$ cat config.mk
export PLATFORM = sky130hd
export DESIGN_NAME = spi_flash_responder
export DESIGN_NICKNAME = d
export VERILOG_FILES = /design/src/rtl/flash_pkg.sv /design/src/rtl/spi_sync_edge.sv /design/src/rtl/spi_flash_responder.sv
export SDC_FILE = /design/constraint.sdc
export NUM_CORES = 1
export LEC_CHECK = 0
export ABC_AREA = 0
export CAP_MARGIN = 20
export CORE_ASPECT_RATIO = 0.9
export CORE_MARGIN = 10
export CORE_UTILIZATION = 30
export CTS_BUF_LIST = sky130_fd_sc_hd__clkbuf_2
export DETAILED_ROUTE_END_ITERATION = 8
export GPL_TIMING_DRIVEN = 0
export SKIP_LAST_GASP = 1
export SYNTH_ARGS = -nofsm -noshare
export SYNTH_HDL_FRONTEND = slang
export SYNTH_SLANG_ARGS = --single-unit
export TNS_END_PERCENT = 30
$ cat constraint.sdc
create_clock -name clk -period 1.7 [get_ports clk]
set_input_delay 0.34 -clock clk [delete_from_list [all_inputs] [get_ports clk]]
set_output_delay 0.34 -clock clk [all_outputs]
set_load 0.02 [all_outputs]
$ cat src/rtl/flash_pkg.sv
// flash_pkg: opcodes, FSM states and opcode decode shared by the SPI flash responder.
package flash_pkg;
    localparam logic [7:0] CMD_READ  = 8'h03;
    localparam logic [7:0] CMD_JEDEC = 8'h9F;
    localparam logic [7:0] CMD_WAKE  = 8'hAB;

    typedef enum logic [2:0] {IDLE, CMD, ADDR, DATA, ID, IGNORE} state_t;

    // Wake is accepted but has nothing to send, so it parks like an unknown opcode.
    function automatic state_t decode(input logic [7:0] op);
        return (op == CMD_READ)  ? ADDR :
               (op == CMD_JEDEC) ? ID   :
               (op == CMD_WAKE)  ? IGNORE : IGNORE;
    endfunction
endpackage

$ cat src/rtl/spi_sync_edge.sv
// spi_sync_edge: 2-FF synchronizers for an SPI slave plus sclk rise/fall and cs fall pulses.
module spi_sync_edge (
    input  logic clk,
    input  logic reset_n,
    input  logic i_cs,
    input  logic i_sclk,
    input  logic i_mosi,
    output logic o_cs,
    output logic o_mosi,
    output logic o_sclk_rise,
    output logic o_sclk_fall,
    output logic o_cs_fall
);
    logic [1:0] r_cs, r_sclk, r_mosi;
    logic       r_sclk_d, r_cs_d;

    // cs resets to its idle-high level so no false select appears out of reset
    always_ff @(posedge clk or negedge reset_n) begin
        if (!reset_n) begin
            r_cs     <= 2'b11;
            r_sclk   <= 2'b00;
            r_mosi   <= 2'b00;
            r_sclk_d <= 1'b0;
            r_cs_d   <= 1'b1;
        end else begin
            r_cs     <= {r_cs[0], i_cs};
            r_sclk   <= {r_sclk[0], i_sclk};
            r_mosi   <= {r_mosi[0], i_mosi};
            r_sclk_d <= r_sclk[1];
            r_cs_d   <= r_cs[1];
        end
    end

    assign o_cs        = r_cs[1];
    assign o_mosi      = r_mosi[1];
    assign o_sclk_rise = r_sclk[1] & ~r_sclk_d;
    assign o_sclk_fall = ~r_sclk[1] & r_sclk_d;
    assign o_cs_fall   = ~r_cs[1] & r_cs_d;
endmodule

$ cat src/rtl/spi_flash_responder.sv
// spi_flash_responder: SPI mode-0 NOR flash emulator (READ, JEDEC ID, wake) backed by a
// synchronous byte-wide store with one clk read latency.
module spi_flash_responder
    import flash_pkg::*;
#(
    parameter int          ADDR_WIDTH = 16,
    parameter logic [23:0] JEDEC_ID   = 24'hEF4016
) (
    input  logic                  clk,
    input  logic                  reset_n,
    input  logic                  spi_cs,
    input  logic                  spi_sclk,
    input  logic                  spi_mosi,
    output logic                  spi_miso,
    output logic [ADDR_WIDTH-1:0] mem_address,
    output logic                  mem_rd,
    input  logic [7:0]            mem_rdata,
    output logic                  busy
);
    logic        w_cs, w_mosi, w_rise, w_fall, w_cs_fall;
    logic [23:0] w_word;
    state_t      r_state;
    logic [4:0]  r_bit_cnt;
    logic [22:0] r_shift;
    logic [23:0] r_tx;
    logic [7:0]  r_next;
    logic        r_load;

    spi_sync_edge u_sync (
        .clk         (clk),
        .reset_n     (reset_n),
        .i_cs        (spi_cs),
        .i_sclk      (spi_sclk),
        .i_mosi      (spi_mosi),
        .o_cs        (w_cs),
        .o_mosi      (w_mosi),
        .o_sclk_rise (w_rise),
        .o_sclk_fall (w_fall),
        .o_cs_fall   (w_cs_fall)
    );

    assign w_word = {r_shift, w_mosi};
    assign busy   = ~w_cs;

    always_ff @(posedge clk or negedge reset_n) begin
        if (!reset_n) begin
            r_state     <= IDLE;
            r_bit_cnt   <= '0;
            r_shift     <= '0;
            r_tx        <= '0;
            r_next      <= '0;
            r_load      <= 1'b0;
            spi_miso    <= 1'b0;
            mem_address <= '0;
            mem_rd      <= 1'b0;
        end else begin
            mem_rd <= 1'b0;
            // rdata is valid the clk after the strobe, so capture it one clk later
            r_load <= mem_rd;
            if (r_load) r_next <= mem_rdata;
            if (w_rise) r_shift <= w_word[22:0];
            if (w_cs) begin
                r_state   <= IDLE;
                r_bit_cnt <= '0;
                spi_miso  <= 1'b0;
            end else begin
                case (r_state)
                    IDLE: if (w_cs_fall) begin
                        r_state   <= CMD;
                        r_bit_cnt <= '0;
                    end
                    CMD: if (w_rise) begin
                        r_bit_cnt <= (r_bit_cnt == 5'd7) ? 5'd0 : r_bit_cnt + 5'd1;
                        r_tx      <= JEDEC_ID;
                        if (r_bit_cnt == 5'd7) r_state <= decode(w_word[7:0]);
                    end
                    ADDR: if (w_rise) begin
                        r_bit_cnt <= (r_bit_cnt == 5'd23) ? 5'd0 : r_bit_cnt + 5'd1;
                        if (r_bit_cnt == 5'd23) begin
                            mem_address <= w_word[ADDR_WIDTH-1:0];
                            mem_rd      <= 1'b1;
                            r_state     <= DATA;
                        end
                    end
                    // Byte boundary: send the prefetched byte and fetch the one after it.
                    DATA: if (w_fall) begin
                        r_bit_cnt <= {2'b00, r_bit_cnt[2:0] + 3'd1};
                        if (r_bit_cnt[2:0] == 3'd0) begin
                            spi_miso    <= r_next[7];
                            r_tx        <= {r_next[6:0], 17'd0};
                            mem_address <= mem_address + ADDR_WIDTH'(1);
                            mem_rd      <= 1'b1;
                        end else begin
                            spi_miso <= r_tx[23];
                            r_tx     <= {r_tx[22:0], 1'b0};
                        end
                    end
                    // Zeros shift in behind the ID, so the bus reads 0 once it is sent.
                    ID: if (w_fall) begin
                        spi_miso <= r_tx[23];
                        r_tx     <= {r_tx[22:0], 1'b0};
                    end
                    default: spi_miso <= 1'b0;
                endcase
            end
        end
    end
endmodule
Word-level counts from Yosys, hierarchy flattened
Cells that the tools add are included.

operators by class
  add/sub/neg operators = 3
  equality and inequality tests = 22
  muxes and demuxes = 38
  bitwise gates (word level) = 6
  reduce and logical (&&, ||, !) cells = 12

operators by type and width
  kind                   number
  $mux 24                4
  $pmux 24 s3            1
  $mux 16                4
  $mux 5                 7
  $pmux 16 s2            1
  $mux 3                 7
  $pmux 5 s4             1
  $add 16x1->16 const B  1
  $ne 3x1->1 const B     5
  $reduce_and 6->1       2
  $mux 1                 10
  $ne 2x1->1 const B     5
  $reduce_and 5->1       2
  $pmux 3 s3             1
  $eq 8x2->1 const B     1
  $eq 8x8->1 const B     1
  $eq 3x2->1 const B     2
  $logic_not 3->1        2
  $ne 3x2->1 const B     2
  $add 5x1->5 const B    1
  $eq 5x3->1 const B     1
  $eq 5x5->1 const B     1
  $reduce_bool 5->1      1
  $ne 2x2->1 const B     2
  other kinds (12)       16

word-level totals
  bits in registers = 82
  input bits = 13
  output and inout bits = 19
  logic and storage cells = 95

Logic depth before layout (Yosys ltp)
Gate-level depths: netlist (run 1).

  word-level depth = 7
  gate-level depth with buffers = 8
  gate-level depth less buffers = 7

Cells and area by module
Synthesis (run 1) repeated with hierarchy kept, for this count alone.

second synthesis, totals
  cell total of the unflattened synthesis = 372
  area, all modules = 3856.2 µm²

by module, submodules not included
  module               times used  cells an instance  area an instance (µm²)  sequential area each (µm²)
  spi_flash_responder  1           361                3631.0                  1826.8
  spi_sync_edge        1           11                 225.2                   203.9

Least setup slack after synthesis (run 1)
OpenSTA, ideal clock, no wires.

  path type = flip-flop to flip-flop
  from = register r_bit_cnt[0]
  to = register mem_address[14]
  setup time = 0.128 ns
  data arrival time = 1.746 ns
  required time = 1.572 ns
  setup slack = -0.174 ns
  stages on the path, launching flop included = 9
  buffers on the path = 2
  clock period less this slack = 1.874 ns
  path through = dfrtp_1 -> ha_1 -> nand3b_1 -> or4_4 -> buf_6 -> and2_4 -> clkinv_4 -> buf_12 -> a2bb2oi_2

between the ends
  cells in the longest elaborated chain, start to end = 3
  elaborated cells between the ends (all ways) = 5
  those cells by class = eq/ne: 3; reduce/logical: 2

RTL lines
  item                                                  RTL line                                              source
  start, declared                                       spi_flash_responder.sv:23                             logic [4:0] r_bit_cnt;
  start signal, assigned                                spi_flash_responder.sv:73                             r_bit_cnt <= (r_bit_cnt == 5'd7) ? 5'd0 : r_bit_cnt + 5'd1;
  start signal, assigned                                spi_flash_responder.sv:78                             r_bit_cnt <= (r_bit_cnt == 5'd23) ? 5'd0 : r_bit_cnt + 5'd1;
  start signal, assigned                                spi_flash_responder.sv:87                             r_bit_cnt <= {2'b00, r_bit_cnt[2:0] + 3'd1};
  $eq 5x5->1 / $logic_not 3->1 (equally long branches)  spi_flash_responder.sv:79, spi_flash_responder.sv:88
  $ne 2x2->1 (no source line)                           -
  $reduce_and 6->1 (no source line) *                   -
  end signal, assigned                                  spi_flash_responder.sv:80                             mem_address <= w_word[ADDR_WIDTH-1:0];
  end signal, assigned                                  spi_flash_responder.sv:91                             mem_address <= mem_address + ADDR_WIDTH'(1);
  end, declared                                         spi_flash_responder.sv:15                             output logic [ADDR_WIDTH-1:0] mem_address,

Mark *: on every way between the ends. The rest lies on a longest branch, timed or not.
A chain may end at the register's enable or synchronous reset.

Worst setup path after layout (run 1)
  from = register r_bit_cnt[1]
  to = register mem_address[12]

Same word-level chain as after synthesis.

==> impl_metrics.toml, run 1 <==
[setup_path]
cp.required_ps = 2200
crit_type = "reg2reg"
worstSetupStartpoint = "r_bit_cnt[1]"
regToRegStartpoint = "r_bit_cnt[1]"
reg2reg_depth = 6
crit_path_start_kind = "register"
arrival_ps = 2480
r2r_end = "mem_address[12]"
cp-end-kind = "register"
rrSetupSlack_ps = -280
worst-path-max-fanout = 4

[synthesis]
yosysSeqAreaShare_pct = 49.3
synth_top_cell_by_area = "dfrtp_1"
synth-seq-cells = 81
synthTopCellsByCount = "dfrtp_1 (78), mux2_2 (32), inv_1 (24)"
ys_top_cells_by_area = "dfrtp_1 (47%), mux2_2 (8.8%), mux2i_1 (3.9%)"
netlist_area_um2 = 4120
syn_nets = 380
synth_most_common_cell = "dfrtp_1"
yosysTopAreaCellShare_pct = 47.4
ys_warn_count = 0
synth_flop_cell = "dfrtp_1"
avgSynthCellArea_um2 = 11.3
async_flop_share_pct = 100
synth_cell_type_count = 62
synth_cells = 364
synth_edf_count = 0

[die]
die_width_um = 143
design.core.area_um2 = 13400
ios = 32
die_h_um = 131
rows = 40
dieArea_um2 = 18800
start_util_pct = 30.7

[flow_run]
maxCapViolations = 0

[clocking]
cts_buffers = 9
htreeDepth = 3
cts_buffer_depth = 2
cts.sinks = 81
clk-insertion-delay-late_ps = 570
cts_root_buffer = "clkbuf_2"
path_clk_slew_ps = 230
cts_tree = "done"

[route]
wirelength_um = 10200
wl_per_cell_um = 16.8
ant_nets = 0
num_vias = 3179
drc = 0
drtPass1Iterations = 4
drt_iter0_drc = 183
drt-vias-per-instance = 5.21

[timing]
max_slew_margin_pct = 62.0
finalSetupViolCount = 55
finalCriticalPeriod_ps = 1980
worstMarginPinSlew_ps = 570
final-hold-violation-count = 0
skew_ps = 24.1
fmax_mhz = 506
holdWs_ps = 122
setup_tns_ps = -7490
fin_crit_sh_pct = 116
setup_slack_ps = -278
slew_violations = 0
rsz0062_at_grt = "yes"

[grt]
grt_overflow_total = 0
grt_first_pass_wirelength_um = 16900
antenna_found_initial = 1
grtUsageTotal_pct = 11.1
grt_pass1_vias = 3212
grt_start_max_net_pins = 69

[place]
io_buffers = 31
gp_congestion = 0.863
placed_cells = 564
place_ws_ps = -462
place_hpwl_um = 6790

[pwr]
p_leak_nw = 2.31
total_power_w = 0.00436
ir_worst_vdd_mv = 0.497
power_density_nw_per_um2 = 811

[min_path]
hold_path.class = "in2async"

[status]
violations = "setup timing"
status = "complete, but fails checks"

[final_layout]
final-instance-count-excl-fill = 610
drive_gt1_share_pct = 37.0
area_growth_syn_to_layout_pct = 30.4
nNetsFinal = 452
[worst max path at each step]
stage | slack [ps] | to | cells after the start
finish | -280 | mem_address[12] | 6
CTS | -250 | mem_rd | 1
global route | -350 | mem_address[12] | 6
detailed placement | -460 | mem_address[9] | 7
global placement | -2630 | r_bit_cnt[0] | 1
floorplan | -160 | mem_address[14] | 8
[critical path, stage by stage, from the launching register on]
cell and delay (ps):
dfrtp_1 460, ha_4 160, nand3b_1 170, or4_4 570, buf_4 180, a22oi_1 200, a2bb2oi_1 170
[power breakdown]
group	switching (W)	internal (W)
Clock	0.000691	0.000796
Combinational	0.000247	0.000308
Sequential	0.000183	0.00213
Total	0.00112	0.00323
[layer usage]
metal | routed length, um | part of all wire [%] | vias to the layer above | track usage (%)
li1 | - | - | 1496 | -
met1 | 4720 | 46 | 1609 | 15.0
met2 | 4910 | 48 | 60 | 16.7
met3 | 416 | 4.1 | 14 | 2.92
met4 | 174 | 1.7 | 0 | 3.68
met5 | 0 | 0 | - | 0
[logic make-up after synthesis]
kind of cell | Yosys count | synth area share, %
compound gates | 90 | 18.1
xor+xnor | 2 | 0.425
fa+ha+maj | 3 | 0.912
buf+inv | 49 | 5.74
flops | 81 | 49.3
mux | 49 | 12.9
simple gates | 90 | 12.6
[stage by stage]
stage / utilization [%] / area, um2
floorplan: - / 4120
finish: 40.0 / 5370
global placement: 34.6 / 4640
global route: 40.0 / 5370
detailed placement: 34.8 / 4670
CTS: 39.5 / 5290
[timing repair]
action,in CTS,in global routing
setup buffers,27,3
endpoints found under the setup margin,75,76
hold endpoints to repair,78,0
gates cloned,2,0
hold buffers,1,0
pin swaps,18,5
gates resized for setup,89,12
[cell usage in the layout, fill, tap and decap left out, types with 10 or more instances in the layout]
cell type	n
dfrtp_2	11
clkdlybuf4s50_1	11
mux2_2	32
nand2_1	22
dlygate4sd2_1	11
dfrtp_1	67
a2bb2oi_2	12
o21ai_0	10
nand3_1	13
buf_4	29
clkbuf_2	14
mux2i_1	16
inv_1	24
[sequential cells by signal, indices dropped and copies added (netlist names)]
name             flops
mem_address         16
mem_rd               1
r_bit_cnt            5
r_load               1
r_next               8
r_shift             15
r_state              3
r_tx                23
spi_miso             1
u_sync.r_cs          2
u_sync.r_cs_d        1
u_sync.r_mosi        2
u_sync.r_sclk        2
u_sync.r_sclk_d      1
[layout make-up]
| class | instances | area [um2] |
|---|---|---|
| Fill cell | 1262 | 8040 |
| Tap cell | 168 | 210 |
| Clock buffer | 11 | 55.1 |
| Multi-Input combinational cell | 234 | 2030 |
| Sequential cell | 81 | 2040 |
| Timing Repair Buffer | 65 | 643 |
| Buffer | 20 | 163 |
| Antenna cell | 1 | 2.50 |
| Clock inverter | 5 | 129 |
| Inverter | 25 | 98.8 |
(Power assumes the default switching activity.)
==> inputs of run 2 (changes only) <==
- CAP_MARGIN: 20 -> not set
- SLEW_MARGIN: not set -> 15
==> run 2 against run 1 <==
Net effect: register-to-register slack hardly changed; combinational power rose by 8.1%; fmax decreased by 0.37%; global-route usage fell by 0.12 points; cell count increased by 2.6%; the run still ends with setup timing left; hold slack gained 86 ps; core utilization rose by 2.1 points; setup slack lost 7.4 ps; largest cell class is now multi-input gates; largest power group unchanged; routed wire length increased by 4.5%.
==> impl_metrics.toml, run 2 (synthesis results as in run 1) <==
[timing]
finalSetupViolCount = 54
worstMarginPinSlew_ps = 562
finalCriticalPeriod_ps = 1990
rsz0062_at_grt = "yes"
max_slew_margin_pct = 62.2
slew_violations = 0
skew_ps = 37.7
setup_slack_ps = -285
fmax_mhz = 504
final-hold-violation-count = 0
fin_crit_sh_pct = 117

[place]
place_hpwl_um = 6780
gp_congestion = 0.863
io_buffers = 31
place_ws_ps = -474

[final_layout]
drive_gt1_share_pct = 39.4
final_util_pct = 42.1
top_register = "r_tx"
area_growth_syn_to_layout_pct = 37.2
layout_commonest_cell = "dfrtp_1"
nNetsFinal = 468
largest_register_ffs = 23
mostFrequentLayoutCells = "dfrtp_1 (71), buf_4 (39), mux2_2 (30), inv_1 (24), nand2_1 (22)"
regArea_um2 = 2040
num-fill-cells = 1251
multiInputGateArea_um2 = 2120
largest_registers = "r_tx (23), mem_address (16), r_shift (15)"

[die]
ios = 32
die_h_um = 131
design.core.area_um2 = 13400
rows = 40
start_util_pct = 30.7
die_width_um = 143
dieArea_um2 = 18800

[grt]
antenna_found_initial = 1
grt_first_pass_wirelength_um = 17000
grt_overflow_total = 0
grtUsageTotal_pct = 11.0
grt_pass1_vias = 3253
grt_start_max_net_pins = 45

[route]
wirelength_um = 10700
ant_nets = 0
drtPass1Iterations = 5
num_vias = 3275
drc = 0
drt-vias-per-instance = 5.23
wl_per_cell_um = 17.1
drt_iter0_drc = 223

[pwr]
p_switching_w = 0.00114
ir_worst_vdd_mv = 0.494
power_density_nw_per_um2 = 754
sequentialPowerShare_pct = 54.5
p_int_w = 0.00312
p_clk_share_pct = 31.4
comb_power_share_pct = 14.1
swShare_pct = 26.9
p_leak_nw = 2.43

[min_path]
hold_path.class = "in2reg"
hp-start = "spi_cs"

[setup_path]
regToRegStartpoint = "r_bit_cnt[1]"
worstSetupStartpoint = "r_bit_cnt[1]"
arrival_ps = 2470
cp.required_ps = 2190
crit_type = "reg2reg"
cp-end-kind = "register"
worst-path-max-fanout = 6
crit_path_start_kind = "register"

[clocking]
path_clk_slew_ps = 230
cts_root_buffer = "clkbuf_2"
clk-insertion-delay-late_ps = 540
cts_tree = "done"
cts.sinks = 81
cts_buffer_depth = 2
cts_buffers = 9
htreeDepth = 3

[status]
status = "complete, but fails checks"
violations = "setup timing"

[flow_run]
maxCapViolations = 0
==> run 2: timing repair <==
item | 4_1_cts | 5_1_grt
pin swaps | 18 | 20
resized for setup | 84 | 37
endpoints found under the hold margin | 36 | 0
gates cloned | 3 | 2
buffers inserted | 33 | 10
endpoints found under the setup margin | 75 | 76
hold buffers | 1 | 0
==> run 2: routing by layer <==
layer | wire (um) | GRT usage, % | vias up
met1 | 4890 | 14.9 | 1651
li1 | - | - | 1522
met5 | 0 | 0 | -
met2 | 5150 | 17.0 | 89
met4 | 162 | 3.80 | 0
met3 | 482 | 2.16 | 13
==> run 2: metrics by stage <==
stage,instances,setup TNS (ps),power (W),hold slack [ps],instance area (um2)
2_1_floorplan,364,-2760,0.00265,44.4,4120
3_3_place_gp,563,-224400,0.00283,335,4640
3_5_place_dp,564,-15570,0.00286,335,4660
4_1_cts,614,-8120,0.00425,165,5370
5_1_grt,626,-12020,0.00445,136,5650
6_report,626,-6850,0.00426,208,5650
==> run 2: worst max-delay path, stage by stage (launching register included) <==
cell and delay (ps):
dfrtp_1 470, ha_4 160, nand3b_1 100, or4_4 580
buf_12 170, buf_8 120, a22oi_2 190, a2bb2oi_2 140
==> run 2: layout make-up <==
class / count / share of cell area [%]
sequential: 81 / 36.1
multi-input combinational: 234 / 37.6
tap: 168 / 3.72
timing repair buffer: 81 / 14.4
inverter: 25 / 1.88
antenna: 1 / 0.0443
clock buffer: 11 / 0.975
buffer: 20 / 3.46
clock inverter: 5 / 1.88
==> run 2: final timing paths <==
kind	endpoint	slack (ps)	cells after the start
max	mem_address[11]	-290	7
max reg2reg	mem_address[11]	-290	7
min	u_sync.r_cs[0]	210	1
min reg2reg	u_sync.r_cs[1]	350	0
min in group asynchronous	mem_address[8]	270	2
max in group asynchronous	u_sync.r_cs[0]	730	3
==> run 2: power groups by stage <==
stage	combinational [W]	sequential, W	clock, W
2_1_floorplan	0.000373	0.00227	0
3_3_place_gp	0.000487	0.00234	0
3_5_place_dp	0.000507	0.00235	0
4_1_cts	0.000568	0.00232	0.00136
5_1_grt	0.000660	0.00235	0.00144
6_report	0.000600	0.00232	0.00134
==> edit 1 (flow settings as in run 1) <==
Encoding of `state_t`: now one-hot (6 bits for 6 states).
--- a/src/rtl/flash_pkg.sv
+++ b/src/rtl/flash_pkg.sv
@@ -5,5 +5,5 @@
     localparam logic [7:0] CMD_WAKE  = 8'hAB;
 
-    typedef enum logic [2:0] {IDLE, CMD, ADDR, DATA, ID, IGNORE} state_t;
+    typedef enum logic [5:0] {IDLE = 6'b000001, CMD = 6'b000010, ADDR = 6'b000100, DATA = 6'b001000, ID = 6'b010000, IGNORE = 6'b100000} state_t;
 
     // Wake is accepted but has nothing to send, so it parks like an unknown opcode.
Behaviour: no difference found for any inputs over 10 cycles, from zero or initial values and one cycle with reset_n low; not proved beyond that.
==> edit 1 against run 1 <==
Cell area shrank 3.6%; synthesized area shrank 3.0%; wire length shrank 3.2%; setup slack lost 0.21 ns; the flow still finishes with violations (setup timing); clock skew grew 0.0040 ns; non-clock buffer count is the same; synthesized cell count grew 4.4%; sequential cell count grew 3; sequential share of layout area grew 2.7 points; total power shrank 1.1%; via count grew 0.50%; worst hold slack gained 0.038 ns.
==> edit 1: results (changes against run 1) <==
* Met1 Usage GRT at 14.1% (was 15.0%)
* VDD IR max at 462 uV (was 497 uV)
* Sequential-to-total area share from yosys stat at 52.7% (was 49.3%)
* Share of cells above drive strength 1 at 31.4% (was 37.0%)
* Pre-CTS WS at -0.646 ns (was -0.462 ns)
* Antenna violations before repair at 0 (was 1)
* Post-synth net total at 396 (was 380)
* DR vias/cell at 5.13 (was 5.21)
* Area Growth Syn to Fin at 29.6% (was 30.4%)
* Largest registers: r_tx x23, mem_address x16, r_shift x15 (unchanged)
* Drt initial violations at 209 (was 183)
* Detail Placement HPWL at 6290 microns (was 6790 microns)
* Crit Path Max Fanout at 4 (unchanged)
* Synth top cells by count: dfrtp_1, nand2_1, nand3_1 (was dfrtp_1, mux2_2, inv_1)
* Synth top area cells: dfrtp_1, mux2_2, nand2_1 (was dfrtp_1, mux2_2, mux2i_1)
* Fillers at 1263 (was 1262)
* PortBufs at 31 (unchanged)
* Clk pin slew, worst setup/hold paths at 0.25 ns (was 0.23 ns)
* Slew margin rel. at 61.4% (was 62.0%)
* CTS-repair resized insts at 30 (was 89)
* DP Cell Count at 576 (was 564)
* Yosys Warn Count at 0 (unchanged)
* Critical path arrival at 2.67 ns (was 2.48 ns)
* Antenna diode count at 0 (was 1)
* Root Driver: clkbuf_2 (unchanged)
* Routability cong. at 0.811 (was 0.863)
* GRT Overall Usage at 10.5% (was 11.1%)
* Synth Area in Compound Gates at 17.0% (was 18.1%)
* Setup violators final at 81 (was 55)
* Worst hold path type: input port to register (was input port to asynchronous set/reset pin)
* # H-tree levels at 3 (unchanged)
* Unique cell type count in the Yosys netlist at 57 (was 62)
* Post-place instance area at 4540 sq um (was 4670 sq um)
* Setup TNS at -22.98 ns (was -7.49 ns)
* Hold_buf cts at 1 (unchanged)
* Mux share of post-synthesis cell area at 7.23% (was 12.9%)
* Post-CTS setup buffers at 12 (was 27)
* Final Net Count at 470 (was 452)
* Via count at 3195 (was 3179)
* Met2 usage at 16.0% (was 16.7%)
* Final Worst Setup Slack at -0.486 ns (was -0.278 ns)
* Synth Area in Adders at 0.940% (was 0.912%)
* Global-route wire length before repair at 16000 microns (was 16900 microns)
* Synthesized netlist cell count at 380 (was 364)
* P_leak at 2.28 nW (was 2.31 nW)
* Met3 Usage GRT at 2.70% (was 2.92%)
* Grt peak-use layer: met2 (unchanged)
* Routed WL per cell at 15.9 microns (was 16.8 microns)
* Max incr delay on CP at 0.55 ns (was 0.57 ns)
* Clk_skew at 0.0281 ns (was 0.0241 ns)
* XOR/XNOR Fraction of Synth Area at 0.438% (was 0.425%)
* Status: complete, but fails checks (unchanged)
* Failing checks: setup timing (unchanged)
* Ys async rst share at 100% (unchanged)
* Largest net degree at the start of global routing at 44 (was 69)
[edit 1: cell count changes after synthesis, moves of 5 or more]
cell	delta
nor2b_1	+5
a221oi_1	+5
mux2_2	-9
a21oi_1	+12
mux2i_1	-13
a31oi_1	-7
nor2_1	+16
nand2_1	+31
nand3_1	+12
a221o_1	-6
inv_1	-19
a2bb2oi_2	-6
[edit 1: metal layers]
| layer | vias up | share of wire (%) |
|---|---|---|
| met4 | 0 | 1.7 |
| met2 | 49 | 47 |
| li1 | 1520 | - |
| met5 | - | 0 |
| met3 | 16 | 3.0 |
| met1 | 1610 | 48 |
[edit 1: path summary, 6_finish.rpt]
kind / startpoint / endpoint / slack, ns / cells past startpoint
setup / recovery: r_state[4] / mem_address[13] / -0.49 / 6
min in group asynchronous: reset_n / u_sync.r_sclk[1] / 0.27 / 2
hold reg to reg: u_sync.r_sclk[0] / u_sync.r_sclk[1] / 0.37 / 0
setup reg to reg: r_state[4] / mem_address[13] / -0.49 / 6
max in group asynchronous: reset_n / mem_rd / 0.81 / 3
hold / removal: spi_cs / u_sync.r_cs[0] / 0.16 / 1
[edit 1: cell type report]
type,instances,area share (%)
Sequential cell,84,40.7
Multi-Input combinational cell,268,36.8
Timing Repair Buffer,65,12.4
Tap cell,164,3.96
Buffer,20,2.78
Clock inverter,5,1.64
Clock buffer,11,1.06
Inverter,6,0.532
[edit 1: worst max-delay path: cells and delay by family (launching register included)]
family / cells / cell delay (ns)
simple gates: 2 / 0.93
compound gates: 3 / 0.53
flops: 1 / 0.48
buf+inv: 1 / 0.17
[edit 1: power breakdown]
part           leakage [nW]  switching (mW)  internal, mW
logic                  1.09           0.311         0.326
registers              1.11           0.199          2.24
clock network        0.0828           0.728         0.507
==> edit 2 (settings of run 1) <==
Without the edit above. `ADDR_WIDTH`: 16 -> 15.
--- a/src/rtl/spi_flash_responder.sv
+++ b/src/rtl/spi_flash_responder.sv
@@ -4,5 +4,5 @@
     import flash_pkg::*;
 #(
-    parameter int          ADDR_WIDTH = 16,
+    parameter int          ADDR_WIDTH = 15,
     parameter logic [23:0] JEDEC_ID   = 24'hEF4016
 ) (
Ports: changed (resized mem_address); port bits go from 32 to 31. No check against the original RTL was run, so the function may have changed too.
==> edit 2 against run 1 <==
The run still ends with setup timing left; total power decreased by 6.8%; wire length decreased by 0.84%; fmax increased by 8.6%; non-clock buffer count increased by 10; sequential cell count decreased by 2; clock skew decreased by 0.0083 ns; setup slack improved by 0.16 ns; synthesized area decreased by 4.7%; critical path depth decreased by 3; die area decreased by 4.0%; sequential power decreased by 2%; core utilization increased by 1.5 points; cell area decreased by 1.4%; highest routed layer unchanged.
==> edit 2: results (changes against run 1) <==
* Status: complete, but fails checks (unchanged)
* Failing checks: setup timing (unchanged)
* Clk_lat worst skew at between 0.5 and 0.6 ns
* Met3 Usage GRT at 3.57% (was 2.92%)
* GRT Overall Usage at 10.8% (was 11.1%)
* Synth top area cells: dfrtp_1, nand2_1, mux2_2 (was dfrtp_1, mux2_2, mux2i_1)
* Total iterations of the first detailed-routing run at 5 (was 4)
* Share of cells above drive strength 1 at 32.4% (was 37.0%)
* Met1 Usage GRT at 14.1% (was 15.0%)
* CP startpoint: u_sync.r_cs[1] (was r_bit_cnt[1])
* Sequential-to-total area share from yosys stat at 50.5% (was 49.3%)
* Global-route wire length before repair at 16200 microns (was 16900 microns)
* DP Cell Count at 585 (was 564)
* Vias in the first global route at 3211 (was 3212)
* Setup TNS at -0.783 ns (was -7.49 ns)
* PortBufs at 30 (was 31)
* Via count at 3254 (was 3179)
* Worst-margin pin slew at 0.488 ns (was 0.570 ns)
* P_leak at 2.36 nW (was 2.31 nW)
* Avg Cell Area, Syn at 10.1 sq um (was 11.3 sq um)
* Largest net degree at the start of global routing at 49 (was 69)
* Ys async rst share at 100% (unchanged)
* Post-synth net total at 406 (was 380)
* FF+latch area at 1990 sq um (was 2040 sq um)
* Clk pin slew, worst setup/hold paths at 0.19 ns (was 0.23 ns)
* Synth Area in Compound Gates at 15.9% (was 18.1%)
* Worst hold path type: input port to register (was input port to asynchronous set/reset pin)
* VDD IR max at 279 uV (was 497 uV)
* Pre-CTS WS at -0.357 ns (was -0.462 ns)
* FF-to-FF Start: r_shift[1] (was r_bit_cnt[1])
* CP max stage cell: dfstp_2 (was or4_4)
* Max-cap viol count at 0 (unchanged)
* Met2 usage at 16.5% (was 16.7%)
* Routed WL per cell at 15.7 microns (was 16.8 microns)
* XOR/XNOR Fraction of Synth Area at 0.446% (was 0.425%)
* Largest buffer count on any clock path at 2 (unchanged)
* Setup violators final at 19 (was 55)
* Routability cong. at 0.859 (was 0.863)
* CP top delay family: flip-flops (was simple AND/OR/NAND/NOR gates)
* Max incr delay on CP at 0.59 ns (was 0.57 ns)
* Clk_skew at 0.0158 ns (was 0.0241 ns)
* Final Worst Setup Slack at -0.122 ns (was -0.278 ns)
* Fillers at 1180 (was 1262)
* Synth top cells by count: dfrtp_1, nand2_1, inv_1 (was dfrtp_1, mux2_2, inv_1)
* Switching power at 1.21 mW (was 1.12 mW)
* Largest registers: r_tx x23, mem_address x15, r_shift x14 (was r_tx x23, mem_address x16, r_shift x15)
* Synth Area in Adders at 0.956% (was 0.912%)
* Post-place instance area at 4490 sq um (was 4670 sq um)
* Unique cell type count in the Yosys netlist at 56 (was 62)
* Final Net Count at 492 (was 452)
* DR vias/cell at 5.04 (was 5.21)
* Detail Placement HPWL at 6510 microns (was 6790 microns)
* Drt initial violations at 228 (was 183)
* Mux share of post-synthesis cell area at 9.47% (was 12.9%)
-- edit 2: cell count changes after synthesis, sizes merged, moves of 4 or more --
cell     delta
mux2       -16
a21oi       +4
nor2b       +4
and2        +4
nand2b      -4
buf         -4
inv         +6
a2bb2oi     -4
nand2      +43
-- edit 2: cell families (layout without fill, tap and decap cells) --
kind of cell	count (synthesis)	in the layout
simple gates	130	130
buf+inv	51	142
xor+xnor	2	2
flops	79	79
mux	35	35
compound gates	90	90
fa+ha+maj	3	3
other cells	0	1
-- edit 2: what timing repair did --
| action | CTS | global route |
|---|---|---|
| endpoints found under the setup margin | 62 | 57 |
| setup buffers | 23 | 18 |
| pin swaps | 9 | 17 |
| hold buffers | 1 | 0 |
| endpoints found under the hold margin | 31 | 0 |
| resized for setup | 75 | 60 |
| gates cloned | 3 | 2 |
-- edit 2: per-layer routing --
metal	up-vias	part of all wire, %
met3	17	6.1
met5	-	0
li1	1568	-
met4	0	1.7
met1	1581	46
met2	88	46
-- edit 2: path summary, 6_finish.rpt --
path                                        to  slack, ns  depth (start not counted)
worst max-delay path                      busy      -0.12                          3
worst min-delay path            u_sync.r_cs[0]       0.18                          1
worst max register to register      r_state[1]      -0.10                          4
worst min register to register  u_sync.r_cs[1]       0.37                          0
max in group asynchronous           r_state[1]       0.86                          3
min in group asynchronous              r_tx[9]       0.23                          2
-- edit 2: cell type report --
class | count | area share [%]
clock buffers | 10 | 0.945
repair inverters | 1 | 0.142
well taps | 164 | 3.87
diodes | 1 | 0.0472
inverters | 30 | 2.22
repair buffers | 77 | 13.0
multi-input cells | 260 | 37.8
plain buffers | 18 | 3.45
flip-flops and latches | 79 | 37.6
clock inverters | 6 | 0.969
-- edit 2: power groups by stage --
stage,clock (mW),combinational [mW],sequential [mW]
after floorplan,0,0.460,2.24
after global placement,0,0.601,2.29
after detailed placement,0,0.624,2.29
after CTS,1.02,0.675,2.26
after global routing,1.09,0.904,2.29
final,0.973,0.821,2.27
-- edit 2: worst register-to-register path: cells and delay by family, from the launching register on --
family	cells	cell delay (ns)
DFF	1	0.47
and+or+nand+nor	2	0.79
AOI/OAI and AO/OA	2	0.48
